--- src/rtl/alu_exec.sv ---
// alu_exec: single-issue ALU execute stage with a valid/ready request side and a
// valid/ready result side. Each request runs to completion before another is accepted.
// Shifts are computed one bit per cycle by default. Define ALU_BARREL_SHIFT_EN to compute
// shifts in a single cycle instead. Results are bit-identical in both builds.
//
// Ports:
//   clk_i, rst_ni        clock (rising edge), asynchronous active-low reset
//   valid_i / ready_o    request handshake; ready_o is high only when idle
//   alucontrol_i         5-bit operation code
//   operand_a_i/_b_i     source operands, captured when the request is accepted
//   pc_i                 program counter, used by the link (pc+4) operation
//   valid_o / ready_i    result handshake
//   result_o             result; zero whenever valid_o is low
//   branch_taken_o       redirect flag; zero whenever valid_o is low
module alu_exec (
  input  logic        clk_i,
  input  logic        rst_ni,
  input  logic        valid_i,
  output logic        ready_o,
  input  logic [4:0]  alucontrol_i,
  input  logic [31:0] operand_a_i,
  input  logic [31:0] operand_b_i,
  input  logic [31:0] pc_i,
  output logic        valid_o,
  input  logic        ready_i,
  output logic [31:0] result_o,
  output logic        branch_taken_o
);

  typedef enum logic [1:0] {StIdle, StShift, StDone} state_e;

  state_e      state_q;
  logic [31:0] result_q;
  logic        taken_q;
  logic        valid_q;

  logic [4:0]  shamt;
  logic        is_shift;
  logic [31:0] comb_result;
  logic        comb_taken;

  assign shamt    = operand_b_i[4:0];
  assign is_shift = (alucontrol_i == 5'b00001) || (alucontrol_i == 5'b00101) ||
                    (alucontrol_i == 5'b01101);

`ifndef ALU_BARREL_SHIFT_EN
  logic [31:0] sh_q;
  logic [4:0]  cnt_q;
  logic        right_q;
  logic        arith_q;
  logic [31:0] sh_step;

  // One bit of shift per cycle; an arithmetic right shift replicates the sign bit.
  always_comb begin
    sh_step = right_q ? {arith_q & sh_q[31], sh_q[31:1]} : {sh_q[30:0], 1'b0};
  end
`endif

  // Single-cycle result for everything that does not go through the iterative shifter.
  always_comb begin
    comb_result = '0;
    comb_taken  = 1'b0;
    case (alucontrol_i)
      5'b00000: comb_result = operand_a_i + operand_b_i;
      5'b01000: comb_result = operand_a_i - operand_b_i;
      5'b00010: comb_result = {31'b0, $signed(operand_a_i) < $signed(operand_b_i)};
      5'b00011: comb_result = {31'b0, operand_a_i < operand_b_i};
      5'b00100: comb_result = operand_a_i ^ operand_b_i;
      5'b00110: comb_result = operand_a_i | operand_b_i;
      5'b00111: comb_result = operand_a_i & operand_b_i;
`ifdef ALU_BARREL_SHIFT_EN
      5'b00001: comb_result = operand_a_i << shamt;
      5'b00101: comb_result = operand_a_i >> shamt;
      5'b01101: comb_result = $unsigned($signed(operand_a_i) >>> shamt);
`else
      // Only reached with a zero shift amount; non-zero amounts use the iterative path.
      5'b00001, 5'b00101, 5'b01101: comb_result = operand_a_i;
`endif
      5'b10000: comb_taken = (operand_a_i == operand_b_i);
      5'b10001: comb_taken = (operand_a_i != operand_b_i);
      5'b10100: comb_taken = ($signed(operand_a_i) <  $signed(operand_b_i));
      5'b10101: comb_taken = ($signed(operand_a_i) >= $signed(operand_b_i));
      5'b10110: comb_taken = (operand_a_i <  operand_b_i);
      5'b10111: comb_taken = (operand_a_i >= operand_b_i);
      5'b11111: begin
        comb_result = pc_i + 32'd4;
        comb_taken  = 1'b1;
      end
      default: ;
    endcase
  end

  // Reset clears everything, so an operation in flight is simply dropped.
  always_ff @(posedge clk_i or negedge rst_ni) begin
    if (!rst_ni) begin
      state_q  <= StIdle;
      result_q <= '0;
      taken_q  <= 1'b0;
      valid_q  <= 1'b0;
`ifndef ALU_BARREL_SHIFT_EN
      sh_q     <= '0;
      cnt_q    <= '0;
      right_q  <= 1'b0;
      arith_q  <= 1'b0;
`endif
    end else begin
      case (state_q)
        StIdle: begin
          if (valid_i) begin
`ifndef ALU_BARREL_SHIFT_EN
            if (is_shift && (shamt != 5'd0)) begin
              state_q <= StShift;
              sh_q    <= operand_a_i;
              cnt_q   <= shamt;
              right_q <= alucontrol_i[2];
              arith_q <= alucontrol_i[3];
            end else
`endif
            begin
              state_q  <= StDone;
              valid_q  <= 1'b1;
              result_q <= comb_result;
              taken_q  <= comb_taken;
            end
          end
        end
        StShift: begin
`ifndef ALU_BARREL_SHIFT_EN
          sh_q  <= sh_step;
          cnt_q <= cnt_q - 5'd1;
          if (cnt_q == 5'd1) begin
            state_q  <= StDone;
            valid_q  <= 1'b1;
            result_q <= sh_step;
            taken_q  <= 1'b0;
          end
`else
          state_q <= StIdle;
`endif
        end
        StDone: begin
          // Return to idle on consume; no accept in this same cycle.
          if (ready_i) begin
            state_q  <= StIdle;
            valid_q  <= 1'b0;
            result_q <= '0;
            taken_q  <= 1'b0;
          end
        end
        default: state_q <= StIdle;
      endcase
    end
  end

  assign ready_o        = (state_q == StIdle);
  assign valid_o        = valid_q;
  assign result_o       = result_q;
  assign branch_taken_o = taken_q;

endmodule

--- config.mk ---
export PLATFORM = sky130hd
export DESIGN_NAME = alu_exec
export DESIGN_NICKNAME = d
export VERILOG_FILES = /design/src/rtl/alu_exec.sv
export SDC_FILE = /design/constraint.sdc
export NUM_CORES = 1
export LEC_CHECK = 0
export ABC_AREA = 1
export CORE_MARGIN = 4
export CORE_UTILIZATION = 30
export DETAILED_ROUTE_END_ITERATION = 16
export PLACE_DENSITY_LB_ADDON = 0.08
export SLEW_MARGIN = 10
export SYNTH_ARGS = -nofsm -noshare
export SYNTH_HDL_FRONTEND = slang
export SYNTH_SLANG_ARGS = --single-unit
--- constraint.sdc ---
create_clock -name clk_i -period 4.05 [get_ports clk_i]
set_input_delay 0.81 -clock clk_i [delete_from_list [all_inputs] [get_ports clk_i]]
set_output_delay 0.81 -clock clk_i [all_outputs]
set_load 0.1 [all_outputs]
==> impl_results.md, run 1 <==
* Chip width at 206.6 µm
* Root cell of the clock tree: sky130_fd_sc_hd__clkbuf_16
* Portion of total power attributed to combinational logic at 67.8%
* Met1 Use GR at 40.00%
* Number of global-route vias before repair at 13,690
* Final global-route overflow total at 0
* Class of the worst hold path: flip-flop to flip-flop
* Post-synthesis average cell area at 5.473 µm²
* Endpoint type of the worst setup path: flip-flop
* Drt drc at 0
* Met2 capacity usage during global routing at 44.22%
* Slowest cell on crit path: sky130_fd_sc_hd__clkdlybuf4s50_1
* Share of async-settable or async-resettable flops after synthesis at 100.0%
* Accumulated negative setup slack at 0 ns
* Via Count at 14,340
* Sequential cell area at 1877 µm²
* Fraction of the yosys area taken by sequential cells at 15.86%
* Maximum number of pins on one net before global-route repair at 54
* Most used flip-flop cell after synthesis: sky130_fd_sc_hd__dfrtp_1
* Gates resized, CTS repair at 0
* Hold Violations, Final at 0
* Drt total wl at 60.06 mm
* Initial cell density of the core at 30.47%
* Worst setup margin at 0.4927 ns
* Power density over the cells at 516.4 nW/µm²
* Headroom to the max-slew limit at 20.93%
* Layout Area Growth over Synthesis at 19.46%
* Number of antenna violations at the first check in global routing at 2
* Leading cell type by number of instances after synthesis: sky130_fd_sc_hd__nand2_1
* Number of sinks driven by the clock tree at 75
* Area of the multi-input gates at 8006 µm²
* Pin slew with the least headroom to its limit at 1.186 ns
* Global-route met3 utilization at 4.406%
* Library cell occupying the most area in the post-synthesis netlist: sky130_fd_sc_hd__nand2_1
* Clock Skews at 0.02154 ns
* Latest clock arrival within the worst-skew pair at 0.40 ns
* F_max at 281.1 MHz
* Detailed-routing iteration count for the pre-antenna-repair pass at 8
* Vias per std cell at 5.129
* Syn Inst Count at 2,162
* Unrepaired setup endpoints after global routing: false
* I/O pin count at 140
* Ordered list of cells on the worst path: clkdlybuf4s50_1, inv_1, ha_1, inv_1, nand2_1, nor2_1, nand2_1, nor3_1, nand2_1, nand2_1, nand2_1, nand3_1, nand3_1, nand2_1, a21oi_1
* Register-to-register path setup slack at 1.54 ns
* Nets@finish at 2,482
* H-tree Lvls at 3
* Max-cap violation count at 0
* Synth top area cells: sky130_fd_sc_hd__nand2_1, sky130_fd_sc_hd__dfrtp_1, sky130_fd_sc_hd__inv_1
* Final setup fails at 0
* Minimum clock period after layout at 3.557 ns
* Longest Clk Path Bufs at 2
* Row count at 72
* Power spent charging and discharging nets at 4.429 mW
* Yosys top cell area share at 20.52%
* Floorplan core area at 38,830 µm²
* Clock tree from TritonCTS: yes
* Post-synth EDFFs at 0
* Number of hold buffers added after CTS at 0
* Hold Worst Slack at 0.4901 ns
* Antenna Nets Post-Route at 0
* Worst slack after detailed placement at 0.1856 ns
* Maximum VDD drop at 0.3447 mV
* Result of the run: finished clean
* Area of all placed cells without fillers at 14,130 µm²
* Cell area after technology mapping at 11,830 µm²
* Top post-synthesis cells by count: sky130_fd_sc_hd__nand2_1, sky130_fd_sc_hd__inv_1, sky130_fd_sc_hd__nor2_1
* LEAKAGE at 7.433 nW
* Final core occ at 36.40%
* Post CTS Setup Buffer Count at 0
* Data arrival time of the worst path at 3.85 ns
* Fillcell total at 4,448
* Startpoint type of the worst setup path: input pin
* Total CTS buffers at 9
* Clock share of power at 12.0%
* Portion of total power attributed to sequential cells at 20.2%
* Number of I/O port buffers at 139
* Worst path bufs/invs at 3
* Placed instance area at 13,850 µm²
* Clock transition at the registers of the reported paths at 0.08 ns
* Fraction of power spent switching nets at 60.67%
* Layer with the highest usage after global routing: met2
* Ratio of final minimum period to clock period at 87.83%
* Number of distinct library cells after synthesis at 50
* Max-slew violation count at 0
* Slowest cell delay on critical path at 0.53 ns
* Crit-path max FO at 8
* Chip Height at 206.6 µm
* Routability congestion estimate at 0.9927
* Total die area at 42,680 µm²
* Type of the worst setup path: input pin to flip-flop
* Ratio of cells with drive above 1 in the final layout at 3.865%
* Number of DRC markers after the initial detailed-route iteration at 1,534
* Internal power component at 2.870 mW
* Antenna Diode Count at 0
* Crit path max-delay family: simple AND/OR/NAND/NOR gates
* Required @ worst endpoint at 4.34 ns
* Total nets after synthesis at 2,372
* Number of register bits inferred by synthesis at 75
* Total track usage at 28.05%
* Half-perimeter wire length after placement at 49.61 mm
* Warnings, synthesis at 0
* Mean routed wirelength per cell at 21.49 µm
* Global-route wire length before repair at 88.69 mm
* Cell with the most instances on the worst path: sky130_fd_sc_hd__nand2_1
==> power groups by stage <==
stage / Sequential [mW] / Combinational, mW / Clock (mW)
6_report: 1.47 / 4.95 / 0.878
5_1_grt: 1.50 / 5.36 / 0.932
4_1_cts: 1.47 / 4.94 / 0.907
3_5_place_dp: 1.48 / 4.91 / 0
3_3_place_gp: 1.48 / 4.93 / 0
2_1_floorplan: 2.50 / 2.27 / 0
==> through the flow <==
step | total power, mW | cells
after floorplan | 4.765 | 2162
after global placement | 6.403 | 2779
after detailed placement | 6.395 | 2779
after CTS | 7.317 | 2795
after global routing | 7.799 | 2795
final | 7.299 | 2795
==> path summary, 6_finish.rpt <==
| kind | end | cells after the start | startpoint |
|---|---|---|---|
| max in group asynchronous | sh_q[26] | 2 | rst_ni |
| setup / recovery | result_o[31] | 15 | operand_a_i[16] |
| min in group asynchronous | sh_q[3] | 1 | rst_ni |
| setup reg to reg | result_o[4] | 6 | right_q |
| hold reg to reg | valid_o | 2 | valid_o |
| hold / removal | valid_o | 2 | valid_o |
==> placed cells by master (no fill, tap or decap), drive strengths merged, types with 3 or more instances in the layout <==
cell type	n
a211oi	3
a21boi	9
a21oi	114
a22oi	11
a31oi	11
buf	42
clkbuf	9
clkdlybuf4s50	137
dfrtp	75
ha	103
inv	423
nand2	649
nand3	174
nand3b	4
nand4	19
nor2	230
nor3	37
nor4	3
o211ai	7
o21a	4
o21ai	147
o21bai	7
o22ai	35
or2	5
xnor2	3
==> state kept, by name, summed over array words and instances, names as in the netlist <==
signal,flops
sh_q,32
arith_q,1
result_o,32
cnt_q,5
state_q,2
valid_o,1
branch_taken_o,1
right_q,1
==> tightest hold or removal path: stages, from the launching register on <==
cell                      delay (ns)
sky130_fd_sc_hd__dfrtp_1        0.35
sky130_fd_sc_hd__nand2_1        0.05
sky130_fd_sc_hd__o21ai_1        0.06
==> cells by family after synthesis <==
| group | Yosys count | synth area share [%] |
|---|---|---|
| DFF | 75 | 15.86 |
| adders and majority gates | 105 | 11.23 |
| xor gates and xnor gates | 4 | 0.2961 |
| AOI/OAI and AO/OA | 356 | 17.11 |
| buffers and inverters | 499 | 16.57 |
| and+or+nand+nor | 1123 | 38.93 |
==> per-layer routing <==
metal	wire length, µm	up-vias
li1	-	7012
met3	4049	73
met2	25990	569
met4	1676	2
met1	28330	6679
met5	13	-
==> area by class of cell <==
| class | count | share of cell area (%) |
|---|---|---|
| flip-flops and latches | 75 | 13.28 |
| clock buffers | 9 | 1.593 |
| inverters | 419 | 11.13 |
| well taps | 518 | 4.585 |
| repair buffers | 179 | 12.37 |
| multi-input cells | 1588 | 56.64 |
| clock inverters | 7 | 0.3983 |
Power figures use the tool's default switching activity.
==> run 2: changes to the inputs <==
--- a/config.mk
+++ b/config.mk
@@ -9,7 +9,8 @@
 export CORE_MARGIN = 4
 export CORE_UTILIZATION = 30
 export DETAILED_ROUTE_END_ITERATION = 16
-export PLACE_DENSITY_LB_ADDON = 0.08
+export GPL_TIMING_DRIVEN = 1
+export PLACE_DENSITY = 0.6
 export SLEW_MARGIN = 10
 export SYNTH_ARGS = -nofsm -noshare
 export SYNTH_HDL_FRONTEND = slang
==> run 2 against run 1 <==
Compared with the run above:
- sequential cell count unchanged
- non-clock buffer count up 1
- sequential power down 3%
- worst hold slack worse by 0.093 ns
- first-iteration DRC count down 20%
- via count down 0.72%
- cell area up 0.57%
- critical path type unchanged
==> impl_results.md, run 2 (same netlist as run 1, synthesis figures left out) <==
* Result of the run: finished clean
* Initial cell density of the core at 30.47% (unchanged)
* Register-to-Register Path Depth at 10 (+4)
* Total CTS buffers at 9 (unchanged)
* Maximum VDD drop at 0.3042 mV (-12%)
* Reg2Reg Capture Point: result_o[31]
* Number of hold buffers added after CTS at 0 (unchanged)
* Required @ worst endpoint at 4.30 ns (-0.04 ns)
* Final setup fails at 0 (unchanged)
* Leading cell types in the layout, fill and taps excluded: sky130_fd_sc_hd__nand2_1, sky130_fd_sc_hd__inv_1, sky130_fd_sc_hd__nor2_1
* Accumulated negative setup slack at 0 ns (unchanged)
* Crit-path max FO at 5 (-3)
* Type of the worst setup path: input pin to flip-flop
* Data arrival time of the worst path at 3.80 ns (-0.05 ns)
* Clock tree from TritonCTS: yes
* Register-to-register path setup slack at 1.48 ns (-0.06 ns)
* LEAKAGE at 7.466 nW (+0.43%)
* Detailed-routing iteration count for the pre-antenna-repair pass at 5 (-3)
* Gates resized, CTS repair at 0 (unchanged)
* Final global-route overflow total at 0 (unchanged)
* Max-slew violation count at 0 (unchanged)
* Power density over the cells at 515.7 nW/µm² (-0.13%)
* Number of antenna violations at the first check in global routing at 0 (-2)
* Nets@finish at 2,483 (+0.040%)
* Ratio of final minimum period to clock period at 87.76% (about the same)
* Final core occ at 36.61% (+0.21 points)
* Total track usage at 27.12% (-0.93 points)
* Pin slew with the least headroom to its limit at 1.034 ns (-0.1518 ns)
* Chip Height at 206.6 µm (unchanged)
* Number of sinks driven by the clock tree at 75 (unchanged)
* Hold Worst Slack at 0.3969 ns (-0.09317 ns)
* Number of global-route vias before repair at 13,670 (-0.18%)
* Row count at 72 (unchanged)
* I/O pin count at 140 (unchanged)
* Maximum number of pins on one net before global-route repair at 43 (-20%)
* Longest Clk Path Bufs at 2 (unchanged)
* Worst slack after detailed placement at 0.2029 ns (+0.01736 ns)
* Hold Violations, Final at 0 (unchanged)
* Number of DRC markers after the initial detailed-route iteration at 1,227 (-20%)
* Class of the worst hold path: input pin to asynchronous set/reset pin
* Minimum clock period after layout at 3.554 ns (-0.002941 ns)
* Endpoint type of the worst setup path: flip-flop
* Antenna Diode Count at 0 (unchanged)
* F_max at 281.3 MHz (about the same)
* Startpoint type of the worst setup path: input pin
* Chip width at 206.6 µm (unchanged)
* H-tree Lvls at 3 (unchanged)
* Unrepaired setup endpoints after global routing: false
* Drt drc at 0 (unchanged)
* Clock Skews at 0.01836 ns (-0.003185 ns)
* Latest clock arrival within the worst-skew pair at 0.37 ns (-0.03 ns)
* Routability congestion estimate at 0.9780 (-1.5%)
* Worst setup margin at 0.4956 ns (+0.002941 ns)
* Via Count at 14,230 (-0.72%)
* Root cell of the clock tree: sky130_fd_sc_hd__clkbuf_16
* Total die area at 42,680 µm² (unchanged)
* Ratio of cells with drive above 1 in the final layout at 3.821% (-0.044 points)
* Clock transition at the registers of the reported paths at 0.07 ns (about the same)
* Vias per std cell at 5.092 (-0.72%)
* Most common library cell in the layout ignoring fill and taps: sky130_fd_sc_hd__nand2_1
* Launch instance of the worst register-to-register path: state_q[1]
* Layout Area Growth over Synthesis at 20.13%
* Antenna Nets Post-Route at 0 (unchanged)
* Post CTS Setup Buffer Count at 0 (unchanged)
* Half-perimeter wire length after placement at 48.19 mm (-2.9%)
* Global-route wire length before repair at 86.40 mm (-2.6%)
* Headroom to the max-slew limit at 30.84% (+9.9 points)
* Number of I/O port buffers at 139 (unchanged)
* Max-cap violation count at 0 (unchanged)
* Drt total wl at 58.48 mm (-2.6%)
* Floorplan core area at 38,830 µm² (unchanged)
* Mean routed wirelength per cell at 20.92 µm (-2.6%)
## run 2: changes by cell type in the layout (fill, tap and decap cells not counted), sizes merged
cell	before	now
clkbuf	9	11
inv	423	419
clkinvlp	1	0
bufinv	0	2
buf	42	43
## run 2: cell type report
type	instances	area, µm²
clock buffer	11	242.7
timing repair buffer	180	1794
clock inverter	4	73.82
inverter	419	1573
sequential	75	1877
fill	4367	24610
multi-input combinational	1588	8006
tap	518	648.1
## run 2: power breakdown
part / total [mW] / leakage (nW) / internal (mW) / switching [mW]
clock network: 0.960 / 0.156 / 0.557 / 0.403
registers: 1.42 / 0.918 / 1.13 / 0.286
logic: 4.95 / 6.39 / 1.33 / 3.62
total: 7.33 / 7.47 / 3.03 / 4.30
## run 2: how the worst max path moves through the flow
stage	slack, ns	depth (start not counted)	startpoint	end
floorplan	1.48	17	operand_a_i[0]	branch_taken_o
global placement	0.10	14	operand_a_i[18]	result_o[27]
detailed placement	0.20	15	operand_b_i[0]	result_o[12]
CTS	0.58	15	operand_b_i[0]	result_o[12]
global route	0.38	15	operand_b_i[0]	result_o[12]
finish	0.50	15	operand_b_i[0]	result_o[12]
## run 2: per-layer routing
metal  track usage, %  vias up  share of wire, %
met2            45.94      500                47
met4            10.34        0               4.3
li1                 -     6999                 -
met5                0        -                 0
met3            1.812       84               4.5
met1            36.29     6649                45
## run 2: worst max-delay path, cell delays in order
cell and delay [ns]:
sky130_fd_sc_hd__clkdlybuf4s50_1 0.55, sky130_fd_sc_hd__ha_1 0.35, sky130_fd_sc_hd__fa_1 0.49, sky130_fd_sc_hd__nand3_1 0.12
sky130_fd_sc_hd__nand3_1 0.16, sky130_fd_sc_hd__nand2_1 0.10, sky130_fd_sc_hd__nand2_1 0.19, sky130_fd_sc_hd__nand2_1 0.11
sky130_fd_sc_hd__nand2_1 0.15, sky130_fd_sc_hd__nand2_1 0.09, sky130_fd_sc_hd__o21ai_0 0.16, sky130_fd_sc_hd__a21oi_1 0.23
sky130_fd_sc_hd__nand2_1 0.13, sky130_fd_sc_hd__nand2_1 0.09, sky130_fd_sc_hd__a22oi_2 0.06
## run 2: stage by stage
| stage | std cells | area (µm²) | total power [mW] |
|---|---|---|---|
| global route | 2795 | 14210 | 7.824 |
| finish | 2795 | 14210 | 7.331 |
| CTS | 2795 | 14210 | 7.372 |
| detailed placement | 2780 | 13900 | 6.378 |
| floorplan | 2162 | 11830 | 4.765 |
| global placement | 2780 | 13900 | 6.355 |
==> run 3: changes to the inputs <==
--- a/config.mk
+++ b/config.mk
@@ -10,7 +10,6 @@
 export CORE_UTILIZATION = 30
 export DETAILED_ROUTE_END_ITERATION = 16
 export GPL_TIMING_DRIVEN = 1
-export PLACE_DENSITY = 0.6
 export SLEW_MARGIN = 10
 export SYNTH_ARGS = -nofsm -noshare
 export SYNTH_HDL_FRONTEND = slang
==> results of run 3 <==
The final DEF is identical to that of run 2; final timing and power are the same.
